### config.mk
export PLATFORM = sky130hd
export DESIGN_NAME = sp_drive_serdes_flat
export DESIGN_NICKNAME = d
export VERILOG_FILES = /design/src/rtl/sp_drive_serdes_if.sv /design/src/rtl/sp_drive_serdes.sv /design/src/flat_wrapper.sv
export SDC_FILE = /design/constraint.sdc
export NUM_CORES = 1
export LEC_CHECK = 0
export BUFFER_PORTS_ARGS = -buffer_cell sky130_fd_sc_hd__buf_2
export CAP_MARGIN = 40
export CORE_MARGIN = 3
export CORE_UTILIZATION = 30
export DETAILED_ROUTE_END_ITERATION = 12
export RECOVER_POWER = 25
export SETUP_SLACK_MARGIN = 0.15
export SLEW_MARGIN = 0
export SYNTH_ARGS = -nofsm -noshare
export SYNTH_HDL_FRONTEND = slang
export SYNTH_SLANG_ARGS = --single-unit
### constraint.sdc
create_clock -name fclk -period 2.8 [get_ports fclk]
set_input_delay 0.28 -clock fclk [delete_from_list [all_inputs] [get_ports fclk]]
set_output_delay 0.28 -clock fclk [all_outputs]
set_load 0.02 [all_outputs]
### src/rtl/sp_drive_serdes_if.sv
// Byte-side bus between the drive-emulation command logic and the serdes.
// The command logic is the master: it offers bytes to transmit and consumes
// received bytes. The serdes is the slave.
interface sp_drive_serdes_if;
    logic [7:0] rx_data;
    logic       rx_valid;
    logic       rx_synced;
    logic [7:0] tx_data;
    logic       tx_valid;
    logic       tx_ready;
    logic       tx_busy;
    logic       tx_underrun;

    modport master (
        input  rx_data,
        input  rx_valid,
        input  rx_synced,
        output tx_data,
        output tx_valid,
        input  tx_ready,
        input  tx_busy,
        input  tx_underrun
    );

    modport slave (
        output rx_data,
        output rx_valid,
        output rx_synced,
        input  tx_data,
        input  tx_valid,
        output tx_ready,
        output tx_busy,
        output tx_underrun
    );
endinterface

### src/rtl/sp_drive_serdes.sv
// Drive-side bit-level endpoint of the SmartPort/Disk II serial link.
// Receive: transition-encoded wrdata (one transition = 1 bit, long silence =
// 0 bits) is decoded and framed into bytes while the host writes.
// Transmit: bytes are sent MSB-first on rddata, a low pulse per 1 bit, while
// the host reads. Both directions share the single fclk domain.
module sp_drive_serdes #(
    parameter int BIT_CELL    = 28,
    parameter int HALF_CELL   = 14,
    parameter int ZERO_THRESH = 42,
    parameter int PULSE_LEN   = 7
) (
    input  logic             fclk,
    input  logic             nRES,
    input  logic             enable,
    input  logic             _wrreq,
    input  logic             wrdata,
    output logic             rddata,
    sp_drive_serdes_if.slave bus
);
    localparam logic [7:0] HALF_T    = 8'(HALF_CELL);
    localparam logic [7:0] ZERO_T    = 8'(ZERO_THRESH);
    localparam logic [7:0] CELL_LAST = 8'(BIT_CELL - 1);
    localparam logic [7:0] PULSE_T   = 8'(PULSE_LEN);

    typedef enum logic {
        TX_IDLE,
        TX_SHIFT
    } txState_t;

    // Direction enables; _wrreq selects exactly one of them.
    logic rxEn;
    logic txEn;

    // Receive path state
    logic       wrSync1;
    logic       wrSync2;
    logic       wrEdge;
    logic [7:0] rxTimer;
    logic [7:0] rxTimerNext;
    logic       bitStrobe;
    logic       bitValue;
    logic [7:0] rxShift;
    logic [2:0] rxBitCnt;
    logic [2:0] rxOnesCnt;
    logic [7:0] rxData;
    logic       rxValid;
    logic       rxSynced;

    // Transmit path state
    txState_t   txState;
    logic [7:0] txShift;
    logic [7:0] txTimer;
    logic [2:0] txIdx;
    logic       rdReg;
    logic       txUnderrun;
    logic       txReady;
    logic       cellEnd;

    assign rxEn    = enable & ~_wrreq;
    assign txEn    = enable & _wrreq;
    assign wrEdge  = wrSync1 ^ wrSync2;
    assign cellEnd = (txTimer == CELL_LAST);

    // A new byte may enter from idle, or exactly at the last cycle of bit 7
    // so back-to-back bytes keep a constant 8-cell byte period.
    assign txReady = (txState == TX_IDLE) ? txEn
                                          : (txEn && (txIdx == 3'd7) && cellEnd);

    assign rddata          = rdReg;
    assign bus.rx_data     = rxData;
    assign bus.rx_valid    = rxValid;
    assign bus.rx_synced   = rxSynced;
    assign bus.tx_ready    = txReady;
    assign bus.tx_busy     = (txState == TX_SHIFT);
    assign bus.tx_underrun = txUnderrun;

    // Two-flop synchroniser for the asynchronous host write data.
    always_ff @(posedge fclk or negedge nRES) begin
        if (!nRES) begin
            wrSync1 <= 1'b0;
            wrSync2 <= 1'b0;
        end else begin
            wrSync1 <= wrdata;
            wrSync2 <= wrSync1;
        end
    end

    // Bit decoder: a well-spaced transition is a 1, silence past the
    // threshold is a 0; a transition at the threshold still counts as a 1.
    always_comb begin
        bitStrobe   = 1'b0;
        bitValue    = 1'b0;
        rxTimerNext = rxTimer + 8'd1;
        if (wrEdge) begin
            if (rxTimer >= HALF_T) begin
                bitStrobe   = 1'b1;
                bitValue    = 1'b1;
                rxTimerNext = 8'd0;
            end
        end else if (rxTimer == ZERO_T) begin
            bitStrobe   = 1'b1;
            bitValue    = 1'b0;
            rxTimerNext = HALF_T;
        end
    end

    // Byte framing: hunt for eight consecutive 1s, then collect 8-bit bytes.
    always_ff @(posedge fclk or negedge nRES) begin
        if (!nRES) begin
            rxTimer   <= 8'd0;
            rxShift   <= 8'd0;
            rxBitCnt  <= 3'd0;
            rxOnesCnt <= 3'd0;
            rxData    <= 8'd0;
            rxValid   <= 1'b0;
            rxSynced  <= 1'b0;
        end else if (!rxEn) begin
            rxTimer   <= 8'd0;
            rxShift   <= 8'd0;
            rxBitCnt  <= 3'd0;
            rxOnesCnt <= 3'd0;
            rxValid   <= 1'b0;
            rxSynced  <= 1'b0;
        end else begin
            rxTimer <= rxTimerNext;
            rxValid <= 1'b0;
            if (bitStrobe) begin
                if (!rxSynced) begin
                    if (bitValue) begin
                        if (rxOnesCnt == 3'd7) begin
                            rxData    <= 8'hFF;
                            rxValid   <= 1'b1;
                            rxSynced  <= 1'b1;
                            rxBitCnt  <= 3'd0;
                            rxShift   <= 8'd0;
                            rxOnesCnt <= 3'd0;
                        end else begin
                            rxOnesCnt <= rxOnesCnt + 3'd1;
                        end
                    end else begin
                        rxOnesCnt <= 3'd0;
                    end
                end else if (rxBitCnt == 3'd7) begin
                    rxData   <= {rxShift[6:0], bitValue};
                    rxValid  <= 1'b1;
                    rxShift  <= 8'd0;
                    rxBitCnt <= 3'd0;
                end else begin
                    rxShift  <= {rxShift[6:0], bitValue};
                    rxBitCnt <= rxBitCnt + 3'd1;
                end
            end
        end
    end

    // Serialiser FSM: one cell per bit, low pulse at cell start for a 1.
    always_ff @(posedge fclk or negedge nRES) begin
        if (!nRES) begin
            txState    <= TX_IDLE;
            txShift    <= 8'd0;
            txTimer    <= 8'd0;
            txIdx      <= 3'd0;
            rdReg      <= 1'b1;
            txUnderrun <= 1'b0;
        end else begin
            case (txState)
                TX_IDLE: begin
                    rdReg <= 1'b1;
                    if (bus.tx_valid && txReady) begin
                        txShift    <= bus.tx_data;
                        txIdx      <= 3'd0;
                        txTimer    <= 8'd0;
                        txUnderrun <= 1'b0;
                        txState    <= TX_SHIFT;
                    end
                end
                TX_SHIFT: begin
                    if (!txEn) begin
                        // Host turned the bus around: drop the byte at once.
                        rdReg   <= 1'b1;
                        txState <= TX_IDLE;
                        txTimer <= 8'd0;
                        txIdx   <= 3'd0;
                        txShift <= 8'd0;
                    end else begin
                        if ((txTimer == 8'd0) && txShift[7]) begin
                            rdReg <= 1'b0;
                        end else if (txTimer == PULSE_T) begin
                            rdReg <= 1'b1;
                        end
                        if (cellEnd) begin
                            txTimer <= 8'd0;
                            if (txIdx == 3'd7) begin
                                if (bus.tx_valid) begin
                                    txShift <= bus.tx_data;
                                    txIdx   <= 3'd0;
                                end else begin
                                    txUnderrun <= 1'b1;
                                    rdReg      <= 1'b1;
                                    txState    <= TX_IDLE;
                                    txShift    <= 8'd0;
                                    txIdx      <= 3'd0;
                                end
                            end else begin
                                txShift <= {txShift[6:0], 1'b0};
                                txIdx   <= txIdx + 3'd1;
                            end
                        end else begin
                            txTimer <= txTimer + 8'd1;
                        end
                    end
                end
                default: txState <= TX_IDLE;
            endcase
        end
    end
endmodule

### src/flat_wrapper.sv
// flat-port wrapper written by rule: the top's interface ports become plain ports
module sp_drive_serdes_flat 
#(
    parameter int BIT_CELL    = 28,
    parameter int HALF_CELL   = 14,
    parameter int ZERO_THRESH = 42,
    parameter int PULSE_LEN   = 7
)
  (fclk, nRES, enable, _wrreq, wrdata, rddata, bus_rx_data, bus_rx_valid, bus_rx_synced, bus_tx_data, bus_tx_valid, bus_tx_ready, bus_tx_busy, bus_tx_underrun);
  sp_drive_serdes_if bus_i ();
  input  logic fclk;
  input  logic nRES;
  input  logic enable;
  input  logic _wrreq;
  input  logic wrdata;
  output logic rddata;
  output wire logic [$bits(bus_i.rx_data)-1:0] bus_rx_data;
  output wire logic [$bits(bus_i.rx_valid)-1:0] bus_rx_valid;
  output wire logic [$bits(bus_i.rx_synced)-1:0] bus_rx_synced;
  input wire logic [$bits(bus_i.tx_data)-1:0] bus_tx_data;
  input wire logic [$bits(bus_i.tx_valid)-1:0] bus_tx_valid;
  output wire logic [$bits(bus_i.tx_ready)-1:0] bus_tx_ready;
  output wire logic [$bits(bus_i.tx_busy)-1:0] bus_tx_busy;
  output wire logic [$bits(bus_i.tx_underrun)-1:0] bus_tx_underrun;
  assign bus_rx_data = bus_i.rx_data;
  assign bus_rx_valid = bus_i.rx_valid;
  assign bus_rx_synced = bus_i.rx_synced;
  assign bus_i.tx_data = bus_tx_data;
  assign bus_i.tx_valid = bus_tx_valid;
  assign bus_tx_ready = bus_i.tx_ready;
  assign bus_tx_busy = bus_i.tx_busy;
  assign bus_tx_underrun = bus_i.tx_underrun;
  sp_drive_serdes #(.BIT_CELL(BIT_CELL), .HALF_CELL(HALF_CELL), .ZERO_THRESH(ZERO_THRESH), .PULSE_LEN(PULSE_LEN)) u_core (.fclk(fclk), .nRES(nRES), .enable(enable), ._wrreq(_wrreq), .wrdata(wrdata), .rddata(rddata), .bus(bus_i));
endmodule
==> results_dict.tcl, run 1 <==
set metrics [dict create \
    critPathCaptureType "primary output" \
    portBuffers 27 \
    ios 28 \
    fmax_mhz 490.3 \
    cts_resized 0 \
    worstSetupPathType "flip-flop to primary output" \
    core_mm2 0.008423 \
    fp.dieH_um 100.2 \
    grt_max_degree 32 \
    worst_pin_slew_ns 0.7012 \
    cts.clk_slew.worst_paths_ns 0.10 \
    min_period_over_period 0.7284 \
    comb_power_share 0.085 \
    powerDensity_mw_per_mm2 477.1 \
    slew_violations 0 \
    hold_buffers 1 \
    synth.avg_cell_area_um2 10.69 \
    fin_skew_ns 0.01697 \
    max_stage_delay_ns 0.39 \
    drive_gt1_frac 0.1809 \
    hold_viol 0 \
    synth_top_area_cell "dfrtp_1" \
    cp-startpoint "u_core.txTimer[1]" \
    synth-async-reset-ratio 1.000 \
    fp.dieArea_mm2 0.01004 \
    post-route-drc-count 0 \
    fillers 864 \
    ys_types 44 \
    synth_flop_cell "dfrtp_1" \
    placedInstanceArea_mm2 0.002942 \
    die_w_um 100.2 \
    clk_latency_ns 0.32 \
    grt_pass1_wl_um 9687 \
    drt-pass1-iter-count 4 \
    num_vias 2078 \
    tns_ns 0 \
    cp_cell_sequence "ha_1 -> and4b_1 -> nand3_1 -> a21oi_1 -> buf_2" \
    clock-root-buffer "clkbuf_8" \
    cts_made_buffers 5 \
    min_period_ns 2.040 \
    timing.rr.end "u_core.rxShift[5]" \
    grt_pass1_vias 1999 \
    vdd_ir_drop_max_v 0.0002892 \
    htree_levels 2 \
    diodes 0 \
    p_int_mw 1.059 \
    synth_top_area_frac 0.5075 \
    synthCells 249 \
    antenna_found_initial 0 \
    swShare 0.2699 \
    rsz0062_at_grt "false" \
    clock_sinks 55 \
    synth_fp_nets 273 \
    slew_headroom 0.5316 \
    seq_area_frac_synth 0.5174 \
    dp_hpwl_um 3985 \
    synth_seq_cells 55 \
    grt_overflow 0 \
    synth_area_leaders "dfrtp_1 51%, o21ai_0 6.4%, ha_1 4.7%" \
    cp_slowest_cell "dfrtp_1" \
    gp_congestion 0.8245 \
    drt_iter0_markers 59 \
    grtUsageTotal 0.1175 \
    post_cts_buffers 0 \
    seqPwrFrac 0.584 \
    stdcell_area_mm2 0.003042 \
    synth.cell_area_mm2 0.002663 \
    cts_tree "built" \
    rr_startpoint "u_core.rxTimer[0]" \
    multiInputGateArea_mm2 0.001210 \
    hold_path_depth 1 \
    setup_violations 0 \
    synth-edff-count 0 \
    drv_cap 0 \
    ff2ff_path_depth 6 \
    critical_path.endpoint "bus_tx_ready" \
    ant_nets 0 \
    wirelength_um 5559 \
    regArea_mm2 0.001378 \
    wl_per_cell_um 14.36 \
    pwr-share-clk 0.331 \
    start_util 0.3161 \
    rrSetupSlack_ns 0.78 \
    vias_per_cell 5.370 \
    rows 33 \
    worst_hold_path_type "input pin to flip-flop" \
    clk_path_buf_depth 2 \
    required_ns 2.52 \
    startpoint_type "flip-flop" \
    path_max_fanout 6 \
    layout.nets 305 \
    cp_data_arrival_time_ns 1.76 \
    status "finished clean" \
    switchingPower_mw 0.3917 \
    syn2layout_area_growth_pct 14.24 \
    yosys_warnings 0 \
    p_leak_nw 1.393 \
]
## critical path, delay by kind of cell (launching register included)
family | cells | cell delay [ns]
compound gates | 1 | 0.18
simple gates | 2 | 0.44
buf+inv | 1 | 0.18
flops | 1 | 0.39
fa+ha+maj | 1 | 0.27
## power by group through the flow
| stage | logic (mW) | clock network (mW) | registers (mW) |
|---|---|---|---|
| floorplan | 0.0622 | 0 | 0.864 |
| global placement | 0.120 | 0 | 0.861 |
| detailed placement | 0.126 | 0 | 0.862 |
| CTS | 0.127 | 0.496 | 0.847 |
| global route | 0.142 | 0.529 | 0.852 |
| finish | 0.124 | 0.481 | 0.847 |
## cell usage after synthesis, types with 5 or more instances
cell / instances
o22a_1: 7
and3_1: 7
clkbuf_1: 5
a32o_1: 9
xor2_1: 5
nand2_1: 11
inv_1: 8
nand3_1: 16
ha_1: 10
o21ai_0: 34
nor2_1: 14
a21oi_1: 9
a22oi_1: 7
dfrtp_1: 54
nand4_1: 5
## cell usage in the layout, fill, tap and decap left out, types with 8 or more instances in the layout
cell type	count
nand3_1	16
nor2_1	14
inv_1	8
o21ai_0	34
ha_1	10
dfrtp_1	54
a32o_1	9
nand2_1	11
buf_2	25
a21oi_1	9
## metal layers
layer | vias to the layer above | wire length (um) | GRT usage
met3 | 6 | 278 | 0.03336
met2 | 54 | 2562 | 0.1871
met4 | 0 | 43 | 0.02280
met5 | - | 0 | 0
met1 | 1020 | 2675 | 0.1608
li1 | 998 | - | -
## worst min path at each step
stage	startpoint	end	slack, ns
floorplan	nRES	u_core.bus.rx_data[0]	-0.02
global placement	wrdata	u_core.wrSync1	0.41
detailed placement	nRES	u_core.txShift[2]	0.17
CTS	wrdata	u_core.wrSync1	0.09
global route	wrdata	u_core.wrSync1	0.09
finish	wrdata	u_core.wrSync1	0.09
## metrics by stage
step	hold slack [ns]	std cells	power [mW]	setup slack [ns]	utilization
2_1_floorplan	-0.01559	249	0.9266	1.069	-
4_1_cts	0.08688	387	1.471	0.7518	0.3619
3_5_place_dp	0.1748	378	0.9882	0.8159	0.3492
3_3_place_gp	0.4125	377	0.9811	0.8724	0.3469
6_report	0.09067	387	1.451	0.7604	0.3611
5_1_grt	0.08977	387	1.523	0.5959	0.3611
## final cells by class
class                   count  area share
clock inverters             3    0.009050
clock buffers               5     0.02262
repair buffers             34     0.06458
multi-input cells         177      0.3978
flip-flops and latches     55      0.4529
well taps                 105     0.04319
inverters                   8    0.009872
## flip-flops by register name (all words and copies together), names as in the netlist
signal,count
u_core.bus.rx_data,8
u_core.bus.rx_synced,1
u_core.bus.rx_valid,1
u_core.bus.tx_busy,1
u_core.bus.tx_underrun,1
u_core.rddata,1
u_core.rxBitCnt,3
u_core.rxOnesCnt,3
u_core.rxShift,7
u_core.rxTimer,8
u_core.txIdx,3
u_core.txShift,8
u_core.txTimer,8
u_core.wrSync1,1
u_core.wrSync2,1
## cells by family after synthesis
kind of cell | share of synthesized area
adders and majority gates | 0.04699
xor gates and xnor gates | 0.03243
AOI/OAI and AO/OA | 0.2307
muxes | 0.008458
DFF | 0.5174
and+or+nand+nor | 0.1358
buffers and inverters | 0.02820
No activity file was read; power rests on OpenSTA's default activity.
==> run 2: changes to the inputs <==
Clock period 2.8 ns to 1.8 ns, I/O delays scaled along.
==> run 2 against run 1 <==
Against the previous run:
- final area is 16% higher
- critical path type is now flip-flop to flip-flop
- register-to-register slack lost 0.76 ns
- final cell count increased by 7.8%
- critical path depth increased by 2
- routed wire length rose by 10%
- die area did not move
- sequential cell count unchanged
- combinational power increased by 84%
- via count is 4.6% higher
- clock power rose by 52%
==> results_dict.tcl, run 2 (synthesis gave the netlist of run 1 again) <==
set metrics [dict create \
    status "finished clean" \
    wirelength_um 6121 \
    min_period_ns 1.784 \
    hold_path_depth 3 \
    grt_pass1_vias 2203 \
    clk_latency_ns 0.31 \
    htree_levels 2 \
    drt_iter0_markers 105 \
    post-route-drc-count 0 \
    layout.nets 335 \
    clock-root-buffer "clkbuf_8" \
    wl_per_cell_um 14.68 \
    max_stage_delay_ns 0.39 \
    rr_startpoint "u_core.rxTimer[0]" \
    clock_sinks 55 \
    fp.dieArea_mm2 0.01004 \
    critPathCaptureType "flip-flop" \
    ant_nets 0 \
    fin_skew_ns 0.005689 \
    drive_gt1_frac 0.3654 \
    rrSetupSlack_ns 0.02 \
    cp_cell_sequence "inv_1 -> ha_2 -> and4b_2 -> nand3_2 -> a22o_4 -> clkbuf_16 -> a32o_1" \
    slew_headroom 0.2456 \
    core_mm2 0.008423 \
    final_util 0.4193 \
    dpl_worst_slack_ns 0.03938 \
    dp_hpwl_um 4131 \
    cts.clk_slew.worst_paths_ns 0.10 \
    slew_violations 0 \
    vdd_ir_drop_max_v 0.0004816 \
    p_leak_nw 1.557 \
    clk_path_buf_depth 2 \
    diodes 0 \
    worst_pin_slew_ns 1.132 \
    gp_congestion 0.8099 \
    worst_hold_path_type "input pin to flip-flop" \
    hp-start "bus_tx_data[0]" \
    worstSetupPathType "flip-flop to flip-flop" \
    drv_cap 0 \
    powerDensity_mw_per_mm2 644.9 \
    grt_overflow 0 \
    cp_data_arrival_time_ns 1.99 \
    num_vias 2174 \
    min_period_over_period 0.9908 \
    ff2ff_path_depth 7 \
    final_cell_mix "53 x dfrtp_1, 28 x buf_4, 25 x o21ai_0, 25 x buf_2, 13 x nand3_1" \
    hold_viol 0 \
    startpoint_type "flip-flop" \
    start_util 0.3161 \
    rsz0062_at_grt "true" \
    cts_tree "built" \
    grtUsageTotal 0.1273 \
    stdcell_area_mm2 0.003532 \
    layout_commonest_cell "dfrtp_1" \
    timing.rr.end "u_core.rxShift[3]" \
    antenna_found_initial 0 \
    fp.dieH_um 100.2 \
    whs_endpoint "u_core.txShift[0]" \
    portBuffers 27 \
    grt_pass1_wl_um 10580 \
    cp_slowest_cell "dfrtp_1" \
    crit_buf_inv 2 \
    tns_ns 0 \
    grt_max_degree 36 \
    required_ns 2.01 \
    fin_ws_ns 0.01650 \
    path_delay_family "compound AO/OA/AOI/OAI gates" \
    drt-pass1-iter-count 4 \
    syn2layout_area_growth_pct 32.66 \
    ios 28 \
    die_w_um 100.2 \
    vias_per_cell 5.213 \
    cts_made_buffers 5 \
    setup_violations 0 \
    placedInstanceArea_mm2 0.003141 \
    fmax_mhz 560.7 \
    path_max_fanout 5 \
    rows 33 \
]
==> run 2: cell types whose count changed in the layout (fill, tap and decap cells not counted), sizes merged <==
| cell | change |
|---|---|
| clkinvlp | -1 |
| dlygate4sd3 | +1 |
| inv | -2 |
| clkbuf | +1 |
| clkinv | +1 |
| buf | +30 |
==> run 2: what timing repair did <==
item / 4_1_cts / 5_1_grt
hold buffers: 2 / 0
endpoints found under the setup margin: 24 / 43
buffers inserted: 6 / 3
resized for setup: 10 / 46
pin swaps: 5 / 17
gates cloned: 0 / 1
endpoints found under the hold margin: 21 / 0
==> run 2: cell type report <==
cell class | instances | area [um^2]
clock inverters | 1 | 8.758
clock buffers | 7 | 86.33
repair buffers | 64 | 471.7
inverters | 8 | 30.03
well taps | 105 | 131.4
multi-input cells | 177 | 1425
flip-flops and latches | 55 | 1379
fillers | 841 | 4891
==> run 2: report_power, final <==
group          internal [mW]  switching (mW)
combinational         0.0936           0.135
sequential              1.28          0.0319
clock                  0.317           0.417
total                   1.69           0.583
==> run 2: per-layer routing <==
layer | track usage | wire [um] | vias up
li1 | - | - | 1056
met1 | 0.1805 | 2962 | 1072
met2 | 0.1962 | 2857 | 39
met3 | 0.03405 | 241 | 7
met4 | 0.02591 | 59 | 0
met5 | 0 | 0 | -
==> run 2: worst reg2reg max path, stage by stage (launching register included) <==
cell and delay (ns):
dfrtp_1 0.39, inv_1 0.06, ha_2 0.19, and4b_2 0.28
nand3_2 0.10, a22o_4 0.29, clkbuf_16 0.15, a32o_1 0.21
==> run 2: through the flow <==
stage,hold WS (ns),power (mW),cells
global placement,0.1776,1.546,397
floorplan,-0.1156,1.444,249
CTS,0.1022,2.290,413
finish,0.1068,2.278,417
global route,0.1232,2.396,417
detailed placement,0.1791,1.552,397
==> run 2: how the worst max path moves through the flow <==
stage,from,end,slack [ns],depth (start not counted)
2_1_floorplan,u_core.rxTimer[0],u_core.rxShift[0],0.08,7
3_3_place_gp,u_core.rxTimer[6],u_core.rxShift[1],0.07,5
3_5_place_dp,u_core.rxTimer[6],u_core.rxShift[4],0.04,5
4_1_cts,u_core.txTimer[5],bus_tx_ready,0.05,5
5_1_grt,u_core.rxTimer[0],u_core.rxShift[3],-0.03,7
6_report,u_core.rxTimer[0],u_core.rxShift[3],0.02,7
